===== src/rtl/cbfp_pkg.sv =====
// cbfp_pkg: shared magnitude type and leading-sign-bit helpers for the CBFP detector
package cbfp_pkg;
  localparam int MAG_WIDTH = 5;
  typedef logic [MAG_WIDTH-1:0] mag_t;
  function automatic mag_t lsb_count(input logic [63:0] x, input int dw);
    mag_t n = '0;
    logic run = 1'b1;
    for (int i = 62; i >= 0; i--)
      if (i <= dw - 2 && run) begin
        if (x[6'(i)] == x[6'(dw - 1)]) n = n + 1'b1;
        else run = 1'b0;
      end
    return n;
  endfunction
  function automatic mag_t min_mag(input mag_t a, input mag_t b);
    return (a < b) ? a : b;
  endfunction
endpackage


===== src/rtl/cbfp_min_tree.sv =====
// cbfp_min_tree: combinational minimum across all lane counts of one beat
module cbfp_min_tree
  import cbfp_pkg::*;
#(
  parameter int LANES = 16,
  parameter int MAG_WIDTH = 5
) (
  input  logic [MAG_WIDTH-1:0] din [0:LANES-1],
  output logic [MAG_WIDTH-1:0] dout
);
  // fold the lanes into a single running minimum
  always_comb begin
    dout = din[0];
    for (int i = 1; i < LANES; i++) dout = (din[i] < dout) ? din[i] : dout;
  end
endmodule


===== src/rtl/cbfp_block_exp_detect.sv =====
// cbfp_block_exp_detect: per-lane sign-bit count, beat minimum and per-block exponent/shift
module cbfp_block_exp_detect
  import cbfp_pkg::*;
#(
  parameter int DATA_WIDTH = 23,
  parameter int LANES = 16,
  parameter int BLOCK_BEATS = 4,
  parameter int MAG_WIDTH = cbfp_pkg::MAG_WIDTH,
  parameter int MAX_SHIFT = 12
) (
  input  logic                  clk,
  input  logic                  rstn,
  input  logic                  din_valid,
  input  logic                  din_sop,
  input  logic [DATA_WIDTH-1:0] din [0:LANES-1],
  output logic                  mag_valid,
  output logic [MAG_WIDTH-1:0]  mag_out [0:LANES-1],
  output logic                  blk_valid,
  output logic [MAG_WIDTH-1:0]  blk_exp,
  output logic [MAG_WIDTH-1:0]  blk_shift,
  output logic                  blk_abort
);
  localparam int CW = (BLOCK_BEATS > 1) ? $clog2(BLOCK_BEATS) : 1;
  logic                 s1_sop, s2_valid, s2_sop, first, last;
  logic [MAG_WIDTH-1:0] tree_min, lane_min, acc, acc_nxt;
  logic [CW-1:0]        cnt, idx;

  cbfp_min_tree #(.LANES(LANES), .MAG_WIDTH(MAG_WIDTH)) u_min (.din(mag_out), .dout(tree_min));

  // S1: register each lane's leading-sign count
  always_ff @(posedge clk or negedge rstn)
    if (!rstn) begin
      mag_valid <= 1'b0;
      s1_sop <= 1'b0;
      for (int i = 0; i < LANES; i++) mag_out[i] <= '0;
    end else begin
      mag_valid <= din_valid;
      s1_sop <= din_valid & din_sop;
      if (din_valid)
        for (int i = 0; i < LANES; i++) mag_out[i] <= MAG_WIDTH'(lsb_count(64'(din[i]), DATA_WIDTH));
    end

  // S2: register the minimum across lanes
  always_ff @(posedge clk or negedge rstn)
    if (!rstn) begin
      s2_valid <= 1'b0;
      s2_sop <= 1'b0;
      lane_min <= '0;
    end else begin
      s2_valid <= mag_valid;
      s2_sop <= s1_sop;
      if (mag_valid) lane_min <= tree_min;
    end

  // a sop restarts the block regardless of how many beats were already counted
  always_comb begin
    first = (cnt == '0) || s2_sop;
    idx = first ? '0 : cnt;
    last = idx == CW'(BLOCK_BEATS - 1);
    acc_nxt = first ? lane_min : ((lane_min < acc) ? lane_min : acc);
  end

  // S3: beat counter, running block minimum and result registers
  always_ff @(posedge clk or negedge rstn)
    if (!rstn) begin
      cnt <= '0;
      acc <= '0;
      blk_valid <= 1'b0;
      blk_abort <= 1'b0;
      blk_exp <= '0;
      blk_shift <= '0;
    end else begin
      blk_valid <= s2_valid && last;
      blk_abort <= s2_valid && s2_sop && (cnt != '0);
      if (s2_valid) begin
        acc <= acc_nxt;
        cnt <= last ? '0 : idx + 1'b1;
        if (last) begin
          blk_exp <= acc_nxt;
          blk_shift <= (acc_nxt > MAG_WIDTH'(MAX_SHIFT)) ? MAG_WIDTH'(MAX_SHIFT) : acc_nxt;
        end
      end
    end
endmodule


===== config.mk =====
export PLATFORM = sky130hd
export DESIGN_NAME = cbfp_block_exp_detect
export DESIGN_NICKNAME = d
export VERILOG_FILES = /design/src/rtl/cbfp_pkg.sv /design/src/rtl/cbfp_min_tree.sv /design/src/rtl/cbfp_block_exp_detect.sv
export SDC_FILE = /design/constraint.sdc
export NUM_CORES = 1
export LEC_CHECK = 0
export ABC_CLOCK_PERIOD_IN_PS = 23700
export CORE_ASPECT_RATIO = 1.1
export CORE_MARGIN = 2
export CORE_UTILIZATION = 55
export DETAILED_ROUTE_END_ITERATION = 6
export GPL_TIMING_DRIVEN = 0
export PLACE_DENSITY = 0.8
export SLEW_MARGIN = 5
export SYNTH_ARGS = -nofsm -noshare
export SYNTH_HDL_FRONTEND = slang
export SYNTH_SLANG_ARGS = --single-unit
export TNS_END_PERCENT = 5

===== constraint.sdc =====
create_clock -name clk -period 23.7 [get_ports clk]
set_input_delay 4.74 -clock clk [delete_from_list [all_inputs] [get_ports clk]]
set_output_delay 4.74 -clock clk [all_outputs]
set_load 0.05 [all_outputs]

==> key figures, run 1 <==
Global route
  • Grt total ovfl: 0
  • Vias in the first global route: roughly 32k
  • Wire length of the first global-routing pass: 148000 um
  • GRT Total Usage: a little over a quarter
  • Initial antenna violation count: 4
  • Largest net degree at the start of global routing: between 50 and 60

Power
  • VDD IR max: roughly 0.065 mV
  • PwrDens: about 48 nW/um2
  • Leak: between 15 and 20 nW

Routing
  • # DRC: 0
  • TritonRoute pass-1 iters: 7
  • WL/cell: between 10 and 15 um
  • Met2 wire len: around 44000 um
  • Detail Route met3 WL: ~4800 um
  • M1 WL: about 39000 um
  • Routed WL: roughly 90000 um
  • Top sig layer: met4
  • Starting DRT DRC Count: around 1.4k
  • Post-route ant nets: 0
  • Via Count: 34.6k
  • Avg Vias per Cell: about 5.7

Setup path
  • CP Capture Type: register
  • Critical path depth in cells: about 110
  • Worst Path Max Fanout: 10
  • Reg2reg start: mag_out[77]$_DFFE_PN0P_
  • CP required: about 24000 ps
  • R2R depth: 112
  • Top delay family on crit path: compound AO/OA/AOI/OAI gates
  • R2r setup slk: roughly 1700 ps
  • Crit path launch type: register
  • WP buf/inv: 20
  • Slowest stage delay, CP: roughly 500 ps
  • Worst EP arrival: 22230 ps
  • CP Launch Point: mag_out[77]$_DFFE_PN0P_
  • Crit Path Category: reg -> reg
  • Critical Path Slowest Stage Cell: a311oi_4

Timing
  • Worst Max-Slew Pin Slew: around 1100 ps
  • Clock Skew: roughly 11 ps
  • Tmin final: between 20000 and 25000 ps
  • Fin crit share: between 90% and 100%
  • TNS Setup: 0 ps
  • Final setup vio count: 0
  • Slew Limit Fails: 0
  • Unrepaired setup endpoints after global routing: false
  • Max-Slew Margin vs Limit: approximately 28%
  • Fmax: between 40 and 50 MHz
  • Final hold vios: 0

CTS
  • Post-CTS Setup Repair Bufs: 0
  • Root Driver: clkbuf_16
  • Clock latency on the worst-skew pair: 390 ps
  • CTS tree: yes
  • CTS sink cnt: roughly 110
  • Deepest clock path buffer count: 2
  • H-tree levels: 3
  • Clock transition at path regs: approximately 80 ps
  • Clock buffer count from CTS: 9

Floorplan
  • Core region area: between 60000 and 70000 um2
  • Die width: approximately 240 um
  • Io pins: 465
  • Full die area: approximately 64000 um2
  • Die Y: 266 um
  • Starting Density: between 50% and 60%
  • # rows: 95

Yosys
  • Sequential element share of the synthesized area: just under 8%
  • Post-synth EDFFs: 0
  • Synth unique cells: between 100 and 150
  • Most common flop cell mapped by yosys: dfrtp_1
  • #FFs+latches synth: 108
  • Area leader, netlist: xnor2_1
  • Avg Cell Area, Syn: ~7 um2
  • Syn Std Cell Area: between 30000 and 40000 um2
  • Synthesized Nets: approximately 5.5k
  • Asr flop ratio synth: 100%
  • Synth top area share: around an eighth
  • Synth Warn #: 0
  • Post-Syn Instances: around 4.8k
  • Synth area leaders: xnor2_1, ha_1, mux2_2, dfrtp_1, nand2_1

Status
  • Status: completed

Placed design
  • PortBufs: between 400 and 500
  • Routability Congestion: approximately 0.95
  • Placed insts: between 6k and 7k
  • Placed wire-length estimate: 75800 um

Finish
  • Final Non-Filler Cells: around 6k
  • Share of cells above drive strength 1: between 7 and 8%
  • Fillers: about 5.5k
  • Area Growth Syn to Fin: 17.3%
  • Nets: 5984

Flow run
  • Maxcap violations: 0

Min path
  • HP Class: reg -> reg
  • Worst Hold Depth: 0
  • Hold Crit Start: s1_sop$_DFF_PN0_
==> placed cells by master (no fill, tap or decap), types with 70 or more instances in the layout <==
master,Yosys,routed
dfrtp_1,108,108
nor2b_1,81,81
nand2_1,577,577
clkdlybuf4s50_1,0,450
a21oi_1,277,277
or3_1,94,94
nand3_1,234,234
and3_1,73,73
nor2_1,461,461
and2_1,101,101
nor3_1,103,102
xor2_1,224,224
nand2b_1,70,70
mux2_2,252,252
ha_1,332,332
mux2i_1,87,87
clkbuf_1,71,71
o21ai_0,241,241
xnor2_1,486,486
inv_1,264,264
==> worst paths after layout <==
path / to
setup / recovery: lane_min[3]$_DFFE_PN0P_
hold / removal: s2_sop$_DFF_PN0_
setup reg to reg: lane_min[3]$_DFFE_PN0P_
hold reg to reg: s2_sop$_DFF_PN0_
min in group asynchronous: mag_out[3]$_DFFE_PN0P_
max in group asynchronous: mag_out[47]$_DFFE_PN0P_
==> cells in the mapped netlist, types with 18 or more instances <==
cell	count
nand2_1	577
xnor2_1	486
nor2_1	461
ha_1	332
a21oi_1	277
inv_1	264
mux2_2	252
o21ai_0	241
nand3_1	234
xor2_1	224
dfrtp_1	108
nor3_1	103
and2_1	101
or3_1	94
mux2i_1	87
nor2b_1	81
and3_1	73
clkbuf_1	71
nand2b_1	70
maj3_1	60
o21a_1	56
or2_2	49
nor3b_1	33
a21o_1	32
o211ai_1	32
nand4_1	28
o22ai_1	28
a31oi_1	27
buf_1	26
o31ai_1	19
a22oi_1	18
o21ai_1	18
==> worst register-to-register path: cells and delay by family (launching register included) <==
family / cells / cell delay (ps)
compound gates: 49 / 10090
fa+ha+maj: 15 / 4000
buf+inv: 20 / 1930
flops: 1 / 470
mux: 7 / 2360
simple gates: 21 / 3050
==> where the power goes <==
group	total [W]	leakage [nW]	internal, W	switching, W
combinational	0.00152	14.6	0.000649	0.000868
sequential	0.000237	1.40	0.000210	0.0000277
clock	0.000163	0.152	0.0000761	0.0000874
total	0.00192	16.2	0.000935	0.000983
==> metrics by stage <==
stage | area, um2 | power [W] | worst slack, ps | utilization (%) | hold WS (ps)
2_1_floorplan | 34300 | 0.00137 | 4010 | - | 331
6_report | 40200 | 0.00192 | 1740 | 65.5 | 358
4_1_cts | 40100 | 0.00190 | 1470 | 65.5 | 360
3_5_place_dp | 39800 | 0.00173 | 1570 | 64.9 | 341
5_1_grt | 40200 | 0.00208 | 55.3 | 65.5 | 373
3_3_place_gp | 39800 | 0.00170 | 1720 | 64.9 | 332
==> layout make-up <==
type | instances | area (um2) | area share, %
antenna | 4 | 10.0 | 0.0249
inverter | 264 | 991 | 2.47
buffer | 106 | 433 | 1.08
tap | 824 | 1030 | 2.57
clock buffer | 9 | 225 | 0.560
clock inverter | 7 | 91.3 | 0.227
sequential | 108 | 2700 | 6.72
multi-input combinational | 4339 | 30200 | 75.1
timing repair buffer | 452 | 4540 | 11.3
==> flip-flops by register name, summed over array words and instances, names as in the netlist <==
name       flops
blk_exp        5
mag_valid      1
mag_out       80
cnt            2
s1_sop         1
acc            5
blk_abort      1
blk_valid      1
blk_shift      5
s2_sop         1
s2_valid       1
lane_min       5
==> timing repair <==
item                                    CTS  global route
endpoints found under the setup margin    0             5
endpoints found under the hold margin     0             0
gates resized for setup                   0             6
hold buffers                              0             0
==> per-layer routing <==
layer | GRT usage, % | up-vias
met2 | 49.7 | 671
met5 | 0 | -
met3 | 4.11 | 128
met1 | 31.8 | 15928
li1 | - | 17914
met4 | 7.49 | 0
==> cells by family after synthesis <==
logic type               share of synthesized area, %
buffers and inverters                            4.16
flip-flops                                       7.89
AND/OR/NAND/NOR                                  27.4
multiplexers                                     11.0
adder cells (fa/ha/maj)                          13.9
AO/OA/AOI/OAI                                    17.6
XOR/XNOR                                         18.2
Note: power is estimated with default switching activity, not from simulation.
==> inputs of run 2 (changes only) <==
ABC_CLOCK_PERIOD_IN_PS = 28400   (was 23700)
PLACE_DENSITY = unset   (was 0.8)
PLACE_DENSITY_LB_ADDON = 0.12   (was unset)
SKIP_CTS_REPAIR_TIMING = 1   (was unset)
clock period = 28.4 ns   (was 23.7 ns; I/O delays follow)
==> run 2 against run 1 <==
Non-clock buffer count stayed put. Register-to-register slack better by 4100 ps. Clock power is 23% lower. Sequential power is 17% lower. Clock skew is 3.4 ps lower. First-iteration DRC count is 1.9% higher. Via count is 0.66% lower. Cell area is 0.15% lower. Total power is 18% lower. Global-route usage is 0.46 points lower. Critical path type unchanged. Critical endpoint unchanged.
==> key figures, run 2 (same netlist as run 1, synthesis figures left out) <==
Status
  • Status: completed

Setup path
  • Crit Path Category: reg -> reg
  • Crit path launch type: register
  • Critical Path Slowest Stage Cell: a31oi_1
  • Slowest stage delay, CP: 580 ps
  • CP Capture Type: register
  • Worst EP arrival: between 20000 and 25000 ps
  • Worst Path Max Fanout: 10
  • CP required: around 29000 ps

Finish
  • Biggest register: mag_out
  • Most frequent cells in the layout: nand2_1, xnor2_1, nor2_1, clkdlybuf4s50_1, ha_1
  • Layout Cell Area excl Fill: about 40000 um2
  • Max reg flops: 80
  • Core Util, Final: 65.4%
  • Area Growth Syn to Fin: 17.1%
  • Fillers: ~5.7k
  • Nets: approximately 6k
  • Most common cell after layout, fill and taps aside: nand2_1
  • Share of cells above drive strength 1: between 7 and 8%

Timing
  • Final worst slack: 5850 ps
  • Worst Max-Slew Pin Slew: 992 ps
  • Fin crit share: about four fifths
  • Fmax: 44.3 MHz
  • Tmin final: between 20000 and 25000 ps
  • Max-Slew Margin vs Limit: ~34%
  • Unrepaired setup endpoints after global routing: false
  • Final setup vio count: 0
  • Final hold vios: 0
  • Clock Skew: just under 8 ps
  • Slew Limit Fails: 0
  • Worst hold slack: around 360 ps
  • TNS Setup: 0 ps

CTS
  • Clock latency on the worst-skew pair: 370 ps
  • Clock buffer count from CTS: 9
  • Clock transition at path regs: around 70 ps
  • CTS tree: yes
  • Root Driver: clkbuf_16
  • H-tree levels: 3
  • CTS sink cnt: between 100 and 150
  • Deepest clock path buffer count: 2

Power
  • VDD IR max: between 0.07 and 0.08 mV
  • P_int: roughly 0.0008 W
  • PwrDens: 39.2 nW/um2
  • Psw: around 0.00079 W
  • Sequential share of power: 12.5%
  • Combinational Power Share: between 70% and 80%
  • Clock power share: under 10%
  • Leak: 16.1 nW
  • Sw Ratio: 50.4%

Placed design
  • PortBufs: 451
  • Placed wire-length estimate: 75000 um
  • Place WS: 6320 ps
  • Routability Congestion: a little over 0.9
  • Placed cell areas: approximately 40000 um2

Floorplan
  • Die Y: 266 um
  • Starting Density: a little under three fifths
  • Core region area: 61300 um2
  • Io pins: approximately 470
  • Die width: around 240 um
  • Full die area: approximately 64000 um2
  • # rows: 95

Global route
  • GRT Total Usage: a little over a quarter
  • Vias in the first global route: about 32k
  • Grt total ovfl: 0
  • Wire length of the first global-routing pass: 146000 um
  • Largest net degree at the start of global routing: 61
  • Initial antenna violation count: 8

Routing
  • Avg Vias per Cell: roughly 5.6
  • Routed WL: about 90000 um
  • # DRC: 0
  • Post-route ant nets: 0
  • WL/cell: about 14 um
  • TritonRoute pass-1 iters: 6
  • Via Count: 34.4k
  • Starting DRT DRC Count: around 1.4k

Min path
  • HP Class: reg -> reg

Flow run
  • Maxcap violations: 0
==> run 2: power by group through the flow <==
stage                     combinational (W)  sequential (W)  clock [W]
after floorplan                    0.000909        0.000239          0
after global routing                0.00138        0.000201   0.000134
after CTS                           0.00124        0.000197   0.000128
after global placement              0.00121        0.000199          0
after detailed placement            0.00123        0.000200          0
final                               0.00125        0.000197   0.000126
==> run 2: path summary, 6_finish.rpt <==
kind	start	depth (start not counted)	to	slack [ps]
worst max-delay path	mag_out[77]$_DFFE_PN0P_	112	lane_min[3]$_DFFE_PN0P_	5850
worst min-delay path	s1_sop$_DFF_PN0_	0	s2_sop$_DFF_PN0_	360
worst max register to register	mag_out[77]$_DFFE_PN0P_	112	lane_min[3]$_DFFE_PN0P_	5850
worst min register to register	s1_sop$_DFF_PN0_	0	s2_sop$_DFF_PN0_	360
max in group asynchronous	rstn	2	mag_out[48]$_DFFE_PN0P_	22450
min in group asynchronous	rstn	1	mag_out[3]$_DFFE_PN0P_	5250
==> run 2: worst max-delay path, delay by kind of cell, from the launching register on <==
family	cells	cell delay (ps)
fa+ha+maj	14	3810
mux	6	2070
flops	1	480
compound gates	53	11200
buf+inv	19	1840
simple gates	20	3040
==> run 2: routing by layer <==
layer	GRT usage [%]	vias to the layer above	share of wire (%)
li1	-	17912	-
met1	30.9	15755	43
met2	49.3	616	49
met3	4.05	124	4.8
met4	7.37	4	2.8
met5	0	-	0.025
==> run 2: stage by stage <==
stage | instances | power, W
floorplan | 4817 | 0.00115
global placement | 6092 | 0.00141
detailed placement | 6093 | 0.00143
CTS | 6108 | 0.00156
global route | 6114 | 0.00171
finish | 6114 | 0.00157
==> run 2: layout make-up <==
type                       instances  area [um2]  area share [%]
multi-input combinational       4339       30100            75.1
antenna                            6        15.0          0.0374
buffer                           106         433            1.08
tap                              824        1030            2.57
clock inverter                     4        30.0          0.0748
inverter                         264         991            2.47
clock buffer                      11         253           0.630
timing repair buffer             452        4540            11.3
sequential                       108        2700            6.73
